**src/rtl/hazard_pkg.sv**
```systemverilog
// hazard_pkg: shared types and constants for the pipeline hazard controller
//   fwd_sel_t  : ALU operand source select (register file, W, M)
//   hz_state_t : memory-wait sequencer state
//   PC_REG     : register number of the PC (never forwarded)
package hazard_pkg;

    typedef enum logic [1:0] {
        FWD_RF = 2'b00,
        FWD_W  = 2'b01,
        FWD_M  = 2'b10
    } fwd_sel_t;

    typedef enum logic {
        RUN,
        MWAIT
    } hz_state_t;

    localparam logic [3:0] PC_REG = 4'hF;

endpackage

```
**src/rtl/fwd_unit.sv**
```systemverilog
// fwd_unit: selects the source of one Execute-stage ALU operand
//   ra_e        in  source register number in Execute
//   wa3_m/w     in  destination register numbers in Memory / Writeback
//   reg_write_m in  register write pending in Memory
//   reg_write_w in  register write pending in Writeback
//   sel         out operand source (Memory result wins over Writeback)
module fwd_unit
    import hazard_pkg::*;
(
    input  logic [3:0] ra_e,
    input  logic [3:0] wa3_m,
    input  logic [3:0] wa3_w,
    input  logic       reg_write_m,
    input  logic       reg_write_w,
    output fwd_sel_t   sel
);

    // PC writes go through the branch path, so r15 is never forwarded
    always_comb
        sel = (reg_write_m && ra_e == wa3_m && wa3_m != PC_REG) ? FWD_M :
              (reg_write_w && ra_e == wa3_w && wa3_w != PC_REG) ? FWD_W : FWD_RF;

endmodule

```
**src/rtl/pipe_hazard_ctrl.sv**
```systemverilog
// pipe_hazard_ctrl: hazard and sequencing controller for the F/D/E/M/W pipeline
//   clk, reset                 clock, asynchronous active-high reset
//   RA1D/RA2D, RA1E/RA2E       source registers in Decode / Execute
//   WA3E/WA3M/WA3W             destination registers in E/M/W
//   RegWriteM/W, MemtoRegE     write pending in M/W, load in E
//   PCWrPendingF, BranchTakenE PC write in flight, taken branch in E
//   MemReqM, mem_ready         data memory request in M and its completion
//   ForwardAE/BE               operand source select
//   StallF/D/E/M, FlushD/E/W   stage register hold / clear-to-bubble
//   mem_timeout                sticky memory-wait watchdog flag
//   HAZARD_PERF_EN adds stall_cycles, flush_events, mem_wait_cycles counters
module pipe_hazard_ctrl
    import hazard_pkg::*;
#(
    parameter int TIMEOUT = 64,
    parameter int CNTW    = 16
) (
    input  logic       clk,
    input  logic       reset,
    input  logic [3:0] RA1D,
    input  logic [3:0] RA2D,
    input  logic [3:0] RA1E,
    input  logic [3:0] RA2E,
    input  logic [3:0] WA3E,
    input  logic [3:0] WA3M,
    input  logic [3:0] WA3W,
    input  logic       RegWriteM,
    input  logic       RegWriteW,
    input  logic       MemtoRegE,
    input  logic       PCWrPendingF,
    input  logic       BranchTakenE,
    input  logic       MemReqM,
    input  logic       mem_ready,
    output logic [1:0] ForwardAE,
    output logic [1:0] ForwardBE,
    output logic       StallF,
    output logic       StallD,
    output logic       StallE,
    output logic       StallM,
    output logic       FlushD,
    output logic       FlushE,
    output logic       FlushW,
    output logic       mem_timeout
`ifdef HAZARD_PERF_EN
    ,
    output logic [CNTW-1:0] stall_cycles,
    output logic [CNTW-1:0] flush_events,
    output logic [CNTW-1:0] mem_wait_cycles
`endif
);

    localparam int CW = $clog2(TIMEOUT + 1);

    fwd_sel_t  fwd_a, fwd_b;
    hz_state_t state, state_d;
    logic      mem_stall, ldr_stall;
    logic [CW-1:0] cnt, cnt_nx;

    fwd_unit u_fwd_a (.ra_e(RA1E), .wa3_m(WA3M), .wa3_w(WA3W),
                      .reg_write_m(RegWriteM), .reg_write_w(RegWriteW), .sel(fwd_a));
    fwd_unit u_fwd_b (.ra_e(RA2E), .wa3_m(WA3M), .wa3_w(WA3W),
                      .reg_write_m(RegWriteM), .reg_write_w(RegWriteW), .sel(fwd_b));

    assign mem_stall = MemReqM & ~mem_ready;
    assign ldr_stall = MemtoRegE & (WA3E == RA1D | WA3E == RA2D);

    // Reset clears every stage; otherwise a memory stall freezes everything
    // and bubbles W, and a taken branch discards D so a load-use there is moot
    always_comb begin
        ForwardAE = reset ? FWD_RF : fwd_a;
        ForwardBE = reset ? FWD_RF : fwd_b;
        {StallF, StallD, StallE, StallM} = 4'b0000;
        {FlushD, FlushE, FlushW} = 3'b000;
        if (reset) begin
            {FlushD, FlushE, FlushW} = 3'b111;
        end else if (mem_stall) begin
            {StallF, StallD, StallE, StallM} = 4'b1111;
            FlushW = 1'b1;
        end else if (BranchTakenE) begin
            {FlushD, FlushE} = 2'b11;
        end else if (ldr_stall) begin
            {StallF, StallD} = 2'b11;
            FlushE = 1'b1;
        end else if (PCWrPendingF) begin
            StallF = 1'b1;
            FlushD = 1'b1;
        end
    end

    always_comb begin
        state_d = state;
        if (state == RUN && mem_stall)
            state_d = MWAIT;
        else if (state == MWAIT && mem_ready)
            state_d = RUN;
    end

    assign cnt_nx = (cnt == CW'(TIMEOUT)) ? cnt : cnt + CW'(1);

    always_ff @(posedge clk or posedge reset) begin
        if (reset) begin
            state       <= RUN;
            cnt         <= '0;
            mem_timeout <= 1'b0;
        end else begin
            state <= state_d;
            if (state == RUN && state_d == MWAIT)
                cnt <= '0;
            else if (state == MWAIT)
                cnt <= cnt_nx;
            if (state == MWAIT && cnt_nx == CW'(TIMEOUT))
                mem_timeout <= 1'b1;
        end
    end

`ifdef HAZARD_PERF_EN
    always_ff @(posedge clk or posedge reset) begin
        if (reset) begin
            stall_cycles    <= '0;
            flush_events    <= '0;
            mem_wait_cycles <= '0;
        end else begin
            if (StallF && stall_cycles != '1)
                stall_cycles <= stall_cycles + CNTW'(1);
            if (FlushE && flush_events != '1)
                flush_events <= flush_events + CNTW'(1);
            if (mem_stall && mem_wait_cycles != '1)
                mem_wait_cycles <= mem_wait_cycles + CNTW'(1);
        end
    end
`endif

endmodule

```
**config.mk**
```make
export PLATFORM = sky130hd
export DESIGN_NAME = pipe_hazard_ctrl
export DESIGN_NICKNAME = d
export VERILOG_FILES = /design/src/rtl/hazard_pkg.sv /design/src/rtl/fwd_unit.sv /design/src/rtl/pipe_hazard_ctrl.sv
export SDC_FILE = /design/constraint.sdc
export NUM_CORES = 1
export LEC_CHECK = 0
export CELL_PAD_IN_SITES_DETAIL_PLACEMENT = 0
export CELL_PAD_IN_SITES_GLOBAL_PLACEMENT = 1
export CORE_ASPECT_RATIO = 0.5
export CORE_MARGIN = 1.5
export CORE_UTILIZATION = 28
export CTS_BUF_LIST = sky130_fd_sc_hd__clkbuf_16
export DETAILED_ROUTE_END_ITERATION = 16
export HOLD_SLACK_MARGIN = 0.05
export PLACE_DENSITY = 0.81
export SYNTH_ARGS = -nofsm -noshare
export SYNTH_HDL_FRONTEND = slang
export SYNTH_SLANG_ARGS = --single-unit
```
**constraint.sdc**
```tcl
create_clock -name clk -period 2.2 [get_ports clk]
set_clock_uncertainty 0.05 [all_clocks]
set_input_delay 0.22 -clock clk [delete_from_list [all_inputs] [get_ports clk]]
set_output_delay 0.22 -clock clk [all_outputs]
set_load 0.05 [all_outputs]
```
Word level (Yosys, flattened, before mapping):

Index checks and enable logic that the tools add are counted.

* register bits after elaboration: 9
* bits of input ports: 37
* output and inout port bits: 12
* word-level logic and storage cells: 62

* add/subtract/negate cells: 1
* eq/ne operators: 10
* mux-type cells: 30
* bitwise logic cells: 5
* reductions and logical operators: 13

Operators by type and width (number)
* $eq 4x4->1: 6
* $mux 1: 23
* $mux 7: 3
* $eq 7x7->1 const B: 2
* $logic_and 1x1->1: 12
* $mux 2: 4
* $ne 4x4->1 const B: 2
* $add 7x1->7 const B: 1
* $and 1x1->1: 2
* $not 1->1: 2
* $reduce_bool 2->1: 1
* $or 1x1->1: 1

Logic depth before layout (Yosys ltp):

Gate-level depths: netlist (run 1).

* depth after elaboration: 7
* depth in mapped cells: 6
* mapped depth without buffers: 6

Hierarchy:

From an unflattened synthesis (run 1), not the netlist that was laid out.

* cells, all modules: 130
* area, all modules: 1061.0 um^2

Modules (own cells, without submodules)
* pipe_hazard_ctrl: instances 1, cells each 96, area each 820.8 um^2, sequential area each 225.2 um^2
* fwd_unit: instances 2, cells each 17, area each 120.1 um^2, sequential area each 0.0 um^2

Worst setup path after synthesis (run 1):

OpenSTA, ideal clock, no wires.

* path type: input-to-output
* from: in WA3M[0]
* to: out ForwardAE[1]
* arrival time: 1.928 ns
* path slack: 0.002 ns
* cell stages on the path: 3
* path buffers: 0
* cell sequence: xnor2_1 nand2_1 nor4_1

* cells in the longest elaborated chain, start to end: 5
* elaborated cells on any way between the ends: 6

Ends and longest elaborated chain
* from (decl): line pipe_hazard_ctrl.sv:25 `input logic [3:0] WA3M,`
* $eq 4x4->1: line fwd_unit.sv:20 `sel = (reg_write_m && ra_e == wa3_m && wa3_m != PC_REG) ? FWD_M :`
* $logic_and 1x1->1: line fwd_unit.sv:20
* $logic_and 1x1->1 *: line fwd_unit.sv:20
* $mux 2 *: line fwd_unit.sv:20
* $mux 2 *: line pipe_hazard_ctrl.sv:70 `ForwardAE = reset ? FWD_RF : fwd_a;`
* to (decl): line pipe_hazard_ctrl.sv:34 `output logic [1:0] ForwardAE,`

Mark *: on every way between the ends. The rest lies on a longest branch, timed or not.

Worst setup path after layout (run 1):

* from: in WA3E[2]
* to: out FlushE

* cells in the longest elaborated chain, start to end: 7
* elaborated cells on any way between the ends: 8

Ends and longest elaborated chain
* from (decl): line pipe_hazard_ctrl.sv:24 `input logic [3:0] WA3E,`
* $eq 4x4->1: line pipe_hazard_ctrl.sv:65 `assign ldr_stall = MemtoRegE & (WA3E == RA1D | WA3E == RA2D);`
* $or 1x1->1 *: line pipe_hazard_ctrl.sv:65
* $and 1x1->1 *: line pipe_hazard_ctrl.sv:65
* $mux 1 *: line pipe_hazard_ctrl.sv:81 `end else if (ldr_stall) begin`
* $mux 1 *: line pipe_hazard_ctrl.sv:79 `end else if (BranchTakenE) begin`
* $mux 1 *: line pipe_hazard_ctrl.sv:76 `end else if (mem_stall) begin`
* $mux 1 *: line pipe_hazard_ctrl.sv:74 `if (reset) begin`
* to (decl): line pipe_hazard_ctrl.sv:41 `output logic FlushE,`

Marked as above.

==> results of run 1 <==
==> synth_stat cells (3+ instances only) <==
master / n
nand2_1: 12
inv_1: 6
nor3_1: 4
dfrtp_1: 9
nand4_1: 7
xnor2_1: 24
buf_2: 3
nor2_1: 5
nand3_1: 4
a21oi_1: 7
mux2i_1: 5
==> layout by cell type (no fill, tap or decap), types with 2 or more instances in the layout <==
cell type	count
nand4_1	7
a21o_1	2
nor2_1	5
buf_4	3
mux2i_1	5
a31o_1	2
o31a_1	2
and3_1	2
clkbuf_16	3
ha_1	2
inv_1	7
a21oi_1	7
o21ai_0	2
buf_12	10
nor4_1	2
nand3_1	4
nor3_1	4
dfrtp_1	9
xnor2_1	24
clkdlybuf4s50_1	37
a31oi_1	2
nand2_1	12
==> sequential cells by signal, indices dropped and copies added (netlist names) <==
signal	flops
state	1
cnt	7
mem_timeout	1
==> power by group through the flow <==
stage | registers (W) | clock network, W | logic, W
after floorplan | 0.000222 | 0 | 0.000243
after global placement | 0.000241 | 0 | 0.000380
after detailed placement | 0.000241 | 0 | 0.000385
after CTS | 0.000241 | 0.000319 | 0.000394
after global routing | 0.000247 | 0.000332 | 0.000423
final | 0.000242 | 0.000312 | 0.000393
==> area by class of cell <==
cell class                      count  share of cell area [%]
Inverter                            6                   1.337
Multi-Input combinational cell     99                   41.83
Clock buffer                        3                   4.458
Tap cell                           48                   3.566
Clock inverter                      1                  0.2229
Sequential cell                     9                   13.37
Timing Repair Buffer               50                   35.22
==> per-layer routing <==
| metal | global-route usage [%] | vias up | share of wire [%] | wire, um |
|---|---|---|---|---|
| met5 | 0 | - | 0 | 0 |
| met4 | 5.806 | 0 | 0.87 | 23 |
| met3 | 2.194 | 2 | 6.2 | 163 |
| met2 | 25.89 | 39 | 47 | 1228 |
| met1 | 19.11 | 465 | 46 | 1214 |
| li1 | - | 531 | - | - |
==> worst paths after layout <==
check | startpoint | end | slack [ns]
hold / removal | mem_timeout | mem_timeout | 0.43
setup reg to reg | cnt[0] | mem_timeout | 0.44
hold reg to reg | mem_timeout | mem_timeout | 0.43
max in group asynchronous | reset | cnt[0] | 1.48
min in group asynchronous | reset | state | 0.49
setup / recovery | WA3E[2] | FlushE | 0.28
==> critical path: cells and delay by family <==
kind	cells	cell delay, ns
AOI/OAI and AO/OA	2	0.53
and+or+nand+nor	1	0.11
buffers and inverters	2	0.66
xor gates and xnor gates	1	0.14
==> metrics by stage <==
step                power (W)  utilization (%)  std cells
detailed placement  0.0006260            50.63        212
global placement    0.0006206            50.63        212
finish              0.0009467            53.12        216
CTS                 0.0009547            53.12        216
global route         0.001002            53.12        216
floorplan           0.0004655                -        119
==> logic make-up after synthesis <==
family                     synth area share, %
DFF                                      22.84
and+or+nand+nor                          24.49
muxes                                    5.076
xor gates and xnor gates                 22.21
buffers and inverters                    5.710
adders and majority gates                2.538
AOI/OAI and AO/OA                        17.13
==> results.ini, run 1 <==
[cells_and_area]
drive_gt1_share_pct = 11.90
final_area_mm2 = 0.001684
register_area_um2 = 225.2
multiInputGateArea_um2 = 704.4
nets = 208
n_antenna_cell = 0
area_growth_pct = 70.81
fillCellCount = 276

[place]
io_buffers = 48
place_area_mm2 = 0.001605
pre_cts_ws_ns = 0.1415
hpwlAfterDp_um = 2168
place.gp.congestion = 0.7604

[sta]
hold_ws_ns = 0.4306
hold_violations = 0
maxSlewHeadroom_pct = 65.54
setup_ws_ns = 0.2766
maxSlewViolCount = 0
report.final.setup_viol = 0
tns_ns = 0
rsz0062_at_grt = false
tightest_slew_ns = 0.5150
period_needed_ns = 1.923
fin_crit_sh_pct = 87.43
max_freq_ghz = 0.5199

[global_route]
track_usage_pct = 14.87
overflow = 0
antenna_found_initial = 0
grt_max_degree = 11
grt_pass1_wl_um = 4478
grt_pass1_vias = 1003

[floorplanning]
pin_count = 49
num_rows = 14
die_area_mm2 = 0.003908
initial_core_util_pct = 31.10
core_area_mm2 = 0.003171
die_h_um = 44.96
die_w_um = 86.92

[synth]
synth_edf_count = 0
yosysSeqAreaShare_pct = 22.84
yosysTopAreaCell = dfrtp_1
syn_area_per_cell_um2 = 8.285
synthFlopType = dfrtp_1
synth_cells = 119
yosysTopAreaCellShare_pct = 22.84
async_flop_share_pct = 100.0
synth.cell_area_um2 = 985.9
yosysWarnings = 0
ys_ff_latch = 9
ys_top_cells_by_area = dfrtp_1 23%, xnor2_1 21%, mux2i_1 5.1%, nand2_1 4.6%, nand4_1 4.4%
syn_nets = 158
synth_cell_types = 36

[run]
drv_cap = 0

[worst_setup_path]
cp_max_fo = 4
slowest_delay_ns = 0.51
critPathLaunchType = input pin
crit_path_end_kind = output pin
rr_worst_depth = 5
worst_path_max_delay_cell = clkdlybuf4s50_1
crit_arrival_ns = 1.65
cp_data_required_time_ns = 1.93
worstSetupPathType = input pin to output pin
cp_cell_sequence = clkdlybuf4s50_1 -> xnor2_1 -> nand4_1 -> a21boi_1 -> o31a_1 -> buf_12

[drt]
wirelength_um = 2631
vias = 1037
post_drt_wl_per_cell_um = 12.18
drc = 0
dr.first_iter.drc_count = 31
drt-pass1-iter-count = 4
viasPerCell = 4.801
ant_nets = 0

[clock_network]
clkLatencyLatePin_ns = 0.23
hold_buffers = 0
cts_tree = done
cts-resized-gates = 0
cts_setup_buffers = 0
path_clk_slew_ns = 0.04
cts_root_buf = clkbuf_16
cts.sinks = 9
cts_made_buffers = 3
cts_buffer_depth = 2
htreeDepth = 1

[pwr]
combPwrFrac_pct = 41.5
p_int_w = 0.0006339
p_clk_share_pct = 33.0
ir_worst_vdd_v = 0.0001933
power.switching_w = 0.0003127
power.density_mw_per_mm2 = 562.1
swShare_pct = 33.04
seqPwrFrac_pct = 25.5
p_leak_nw = 0.6602

[hold_path]
worstHoldPathCells = 1
hold_class = flip-flop to flip-flop

[outcome]
status = completed

Power figures use the tool's default switching activity.
==> inputs of run 2 (changes only) <==
--- a/config.mk
+++ b/config.mk
@@ -5,15 +5,16 @@
 export SDC_FILE = /design/constraint.sdc
 export NUM_CORES = 1
 export LEC_CHECK = 0
+export ABC_AREA = 1
 export CELL_PAD_IN_SITES_DETAIL_PLACEMENT = 0
 export CELL_PAD_IN_SITES_GLOBAL_PLACEMENT = 1
 export CORE_ASPECT_RATIO = 0.5
 export CORE_MARGIN = 1.5
-export CORE_UTILIZATION = 28
+export CORE_UTILIZATION = 26
 export CTS_BUF_LIST = sky130_fd_sc_hd__clkbuf_16
 export DETAILED_ROUTE_END_ITERATION = 16
 export HOLD_SLACK_MARGIN = 0.05
-export PLACE_DENSITY = 0.81
+export PLACE_DENSITY = 0.8
 export SYNTH_ARGS = -nofsm -noshare
 export SYNTH_HDL_FRONTEND = slang
 export SYNTH_SLANG_ARGS = --single-unit
==> run 2 against run 1 <==
Against the previous run: core utilization is 4.0 points lower; count of clock-buffer cells in the layout stayed put; setup slack worse by 0.0090 ns; largest cell class unchanged; highest routed layer unchanged.
==> results.ini, run 2 <==
[outcome]
status = completed  ; unchanged

[sta]
tns_ns = 0  ; unchanged
maxSlewViolCount = 0  ; unchanged
hold_ws_ns = 0.2603  ; was 0.4306 ns
max_freq_ghz = 0.5175  ; was 0.5199 GHz
rsz0062_at_grt = false  ; unchanged
tightest_slew_ns = 0.4986  ; was 0.5150 ns
fin_crit_sh_pct = 87.83  ; was 87.43%
hold_violations = 0  ; unchanged
report.final.setup_viol = 0  ; unchanged
maxSlewHeadroom_pct = 66.66  ; was 65.54%
period_needed_ns = 1.932  ; was 1.923 ns

[drt]
drt-pass1-iter-count = 5  ; was 4
wirelength_um = 2793  ; was 2631 um
vias = 1223  ; was 1037
dr.first_iter.drc_count = 22  ; was 31
post_drt_wl_per_cell_um = 9.904  ; was 12.18 um
drc = 0  ; unchanged
ant_nets = 0  ; unchanged
viasPerCell = 4.337  ; was 4.801

[pwr]
power.density_mw_per_mm2 = 510.1  ; was 562.1 mW/mm2
ir_worst_vdd_v = 0.0002162  ; was 0.0001933 V
p_leak_nw = 0.8849  ; was 0.6602 nW
seqPwrFrac_pct = 25.6  ; was 25.5%
combPwrFrac_pct = 39.3  ; was 41.5%
power.switching_w = 0.0003055  ; was 0.0003127 W
p_clk_share_pct = 35.1  ; was 33.0%
p_int_w = 0.0005975  ; was 0.0006339 W
swShare_pct = 33.84  ; was 33.04%

[cells_and_area]
area_growth_pct = 71.72  ; was 70.81%
largest_registers = cnt (7), mem_timeout (1), state (1)  ; unchanged
fillCellCount = 353  ; was 276
register_area_um2 = 225.2  ; unchanged
layout_commonest_cell = nand2_1  ; was clkdlybuf4s50_1
drive_gt1_share_pct = 9.957  ; was 11.90%
largest_reg_flops = 7  ; unchanged
multiInputGateArea_um2 = 658.1  ; was 704.4 um2
layout_common_cells = 51 x nand2_1, 37 x clkdlybuf4s50_1, 36 x inv_1  ; was 37 x clkdlybuf4s50_1, 24 x xnor2_1, 12 x nand2_1
nets = 271  ; was 208
largest_register = cnt  ; unchanged
n_antenna_cell = 0  ; unchanged

[clock_network]
path_clk_slew_ns = 0.04  ; about the same
cts_setup_buffers = 0  ; unchanged
htreeDepth = 1  ; unchanged
cts_root_buf = clkbuf_16  ; unchanged
cts_made_buffers = 3  ; unchanged
clkLatencyLatePin_ns = 0.24  ; was 0.23 ns
cts-resized-gates = 0  ; unchanged
cts_tree = done  ; unchanged
hold_buffers = 0  ; unchanged
cts_buffer_depth = 2  ; unchanged
cts.sinks = 9  ; unchanged

[worst_setup_path]
endpoint = ForwardAE[0]  ; was FlushE
cp_data_required_time_ns = 1.93  ; about the same
rr_startpoint = cnt[0]  ; unchanged
cp_max_fo = 4  ; unchanged
rr_worst_depth = 10  ; was 5
crit_arrival_ns = 1.66  ; was 1.65 ns
critPathLaunchType = input pin  ; unchanged
crit_path_end_kind = output pin  ; unchanged
r2r_end = mem_timeout  ; unchanged
worstSetupStartpoint = WA3M[0]  ; was WA3E[2]
rrSetupSlack_ns = 0.70  ; was 0.44 ns
worstSetupPathType = input pin to output pin  ; unchanged

[synth]
yosysWarnings = 0  ; unchanged
yosysTopAreaCell = dfrtp_1  ; unchanged
syn_nets = 217  ; was 158
synth.most_common_cell = nand2_1  ; was xnor2_1
synth_cell_types = 22  ; was 36
synth_common_cells = 51 x nand2_1, 35 x inv_1, 24 x nor2_1, 9 x dfrtp_1, 9 x nand3_1  ; was 24 x xnor2_1, 12 x nand2_1, 9 x dfrtp_1, 7 x a21oi_1, 7 x nand4_1
yosysTopAreaCellShare_pct = 21.84  ; was 22.84%
async_flop_share_pct = 100.0  ; unchanged
synthFlopType = dfrtp_1  ; unchanged
synth.cell_area_mm2 = 0.001031  ; was 985.9 um2
synth_edf_count = 0  ; unchanged
yosysSeqAreaShare_pct = 21.84  ; was 22.84%
ys_ff_latch = 9  ; unchanged
syn_area_per_cell_um2 = 5.792  ; was 8.285 um2
ys_top_cells_by_area = dfrtp_1 22%, nand2_1 19%, inv_1 13%, nor2_1 8.7%, xor2_1 5.9%  ; was dfrtp_1 23%, xnor2_1 21%, mux2i_1 5.1%, nand2_1 4.6%, nand4_1 4.4%
synth_cells = 178  ; was 119

[global_route]
grt_pass1_wl_um = 4409  ; was 4478 um
overflow = 0  ; unchanged
grt_pass1_vias = 1039  ; was 1003
track_usage_pct = 12.67  ; was 14.87%
grt_max_degree = 11  ; unchanged
antenna_found_initial = 0  ; unchanged

[hold_path]
hold_class = input pin to async pin  ; was flip-flop to flip-flop

[floorplanning]
core_area_mm2 = 0.003603  ; was 0.003171 mm2
die_w_um = 92.06  ; was 86.92 um
num_rows = 15  ; was 14
die_h_um = 47.53  ; was 44.96 um
initial_core_util_pct = 28.61  ; was 31.10%
pin_count = 49  ; unchanged
die_area_mm2 = 0.004375  ; was 0.003908 mm2

[run]
drv_cap = 0  ; unchanged

[place]
place.gp.congestion = 0.7805  ; was 0.7604
hpwlAfterDp_um = 2405  ; was 2168 um
io_buffers = 48  ; unchanged

==> run 2: power groups by stage <==
stage	clock network, W	registers (W)	logic (W)
after floorplan	0	0.000226	0.000211
after global placement	0	0.000233	0.000354
after detailed placement	0	0.000233	0.000357
after CTS	0.000327	0.000231	0.000359
after global routing	0.000333	0.000235	0.000390
final	0.000317	0.000231	0.000355
==> run 2: cells by family (layout without fill, tap and decap cells) <==
logic type	Yosys count	in the layout	synth area share, %
simple gates	102	102	43.33
flops	9	9	21.85
buf+inv	37	90	14.56
fa+ha+maj	2	2	2.427
xor+xnor	10	10	8.496
compound gates	18	18	9.344
==> run 2: worst min-delay path by stage <==
stage                startpoint          end  slack (ns)  depth (start not counted)
floorplan                 reset       cnt[0]        0.01                          1
global placement    mem_timeout  mem_timeout        0.40                          2
detailed placement  mem_timeout  mem_timeout        0.41                          2
CTS                       reset       cnt[4]        0.27                          3
global route              reset  mem_timeout        0.31                          3
finish                    reset  mem_timeout        0.26                          3
==> run 2: cell type report <==
class	count	area share (%)
clock buffers	3	4.240
clock inverters	1	0.2120
inverters	35	7.420
multi-input cells	132	37.17
flip-flops and latches	9	12.72
well taps	51	3.604
repair buffers	51	34.63
==> run 2: critical path, cell delays in order <==
cell and delay (ns):
clkdlybuf4s50_1 0.51, inv_1 0.08, nor3_1 0.26, nor2_1 0.07, nand4_1 0.12, nor2b_1 0.23, buf_12 0.17
==> run 2: stage by stage <==
step	utilization, %	area [um2]	setup WS, ns	std cells	total power, W
2_1_floorplan	-	1033	0.2097	178	0.0004364
3_3_place_gp	46.94	1692	0.2853	278	0.0005873
3_5_place_dp	46.94	1692	0.2627	278	0.0005905
4_1_cts	49.13	1770	0.2580	282	0.0009173
5_1_grt	49.13	1770	0.09955	282	0.0009576
6_report	49.13	1770	0.2676	282	0.0009030
==> run 2: routing by layer <==
layer  wire length (um)  part of all wire [%]  global-route usage (%)
met3                101                   3.6                   1.905
met5                  0                     0                       0
met2               1451                    52                   24.30
met1               1228                    44                   15.57
met4                 12                  0.43                   3.692
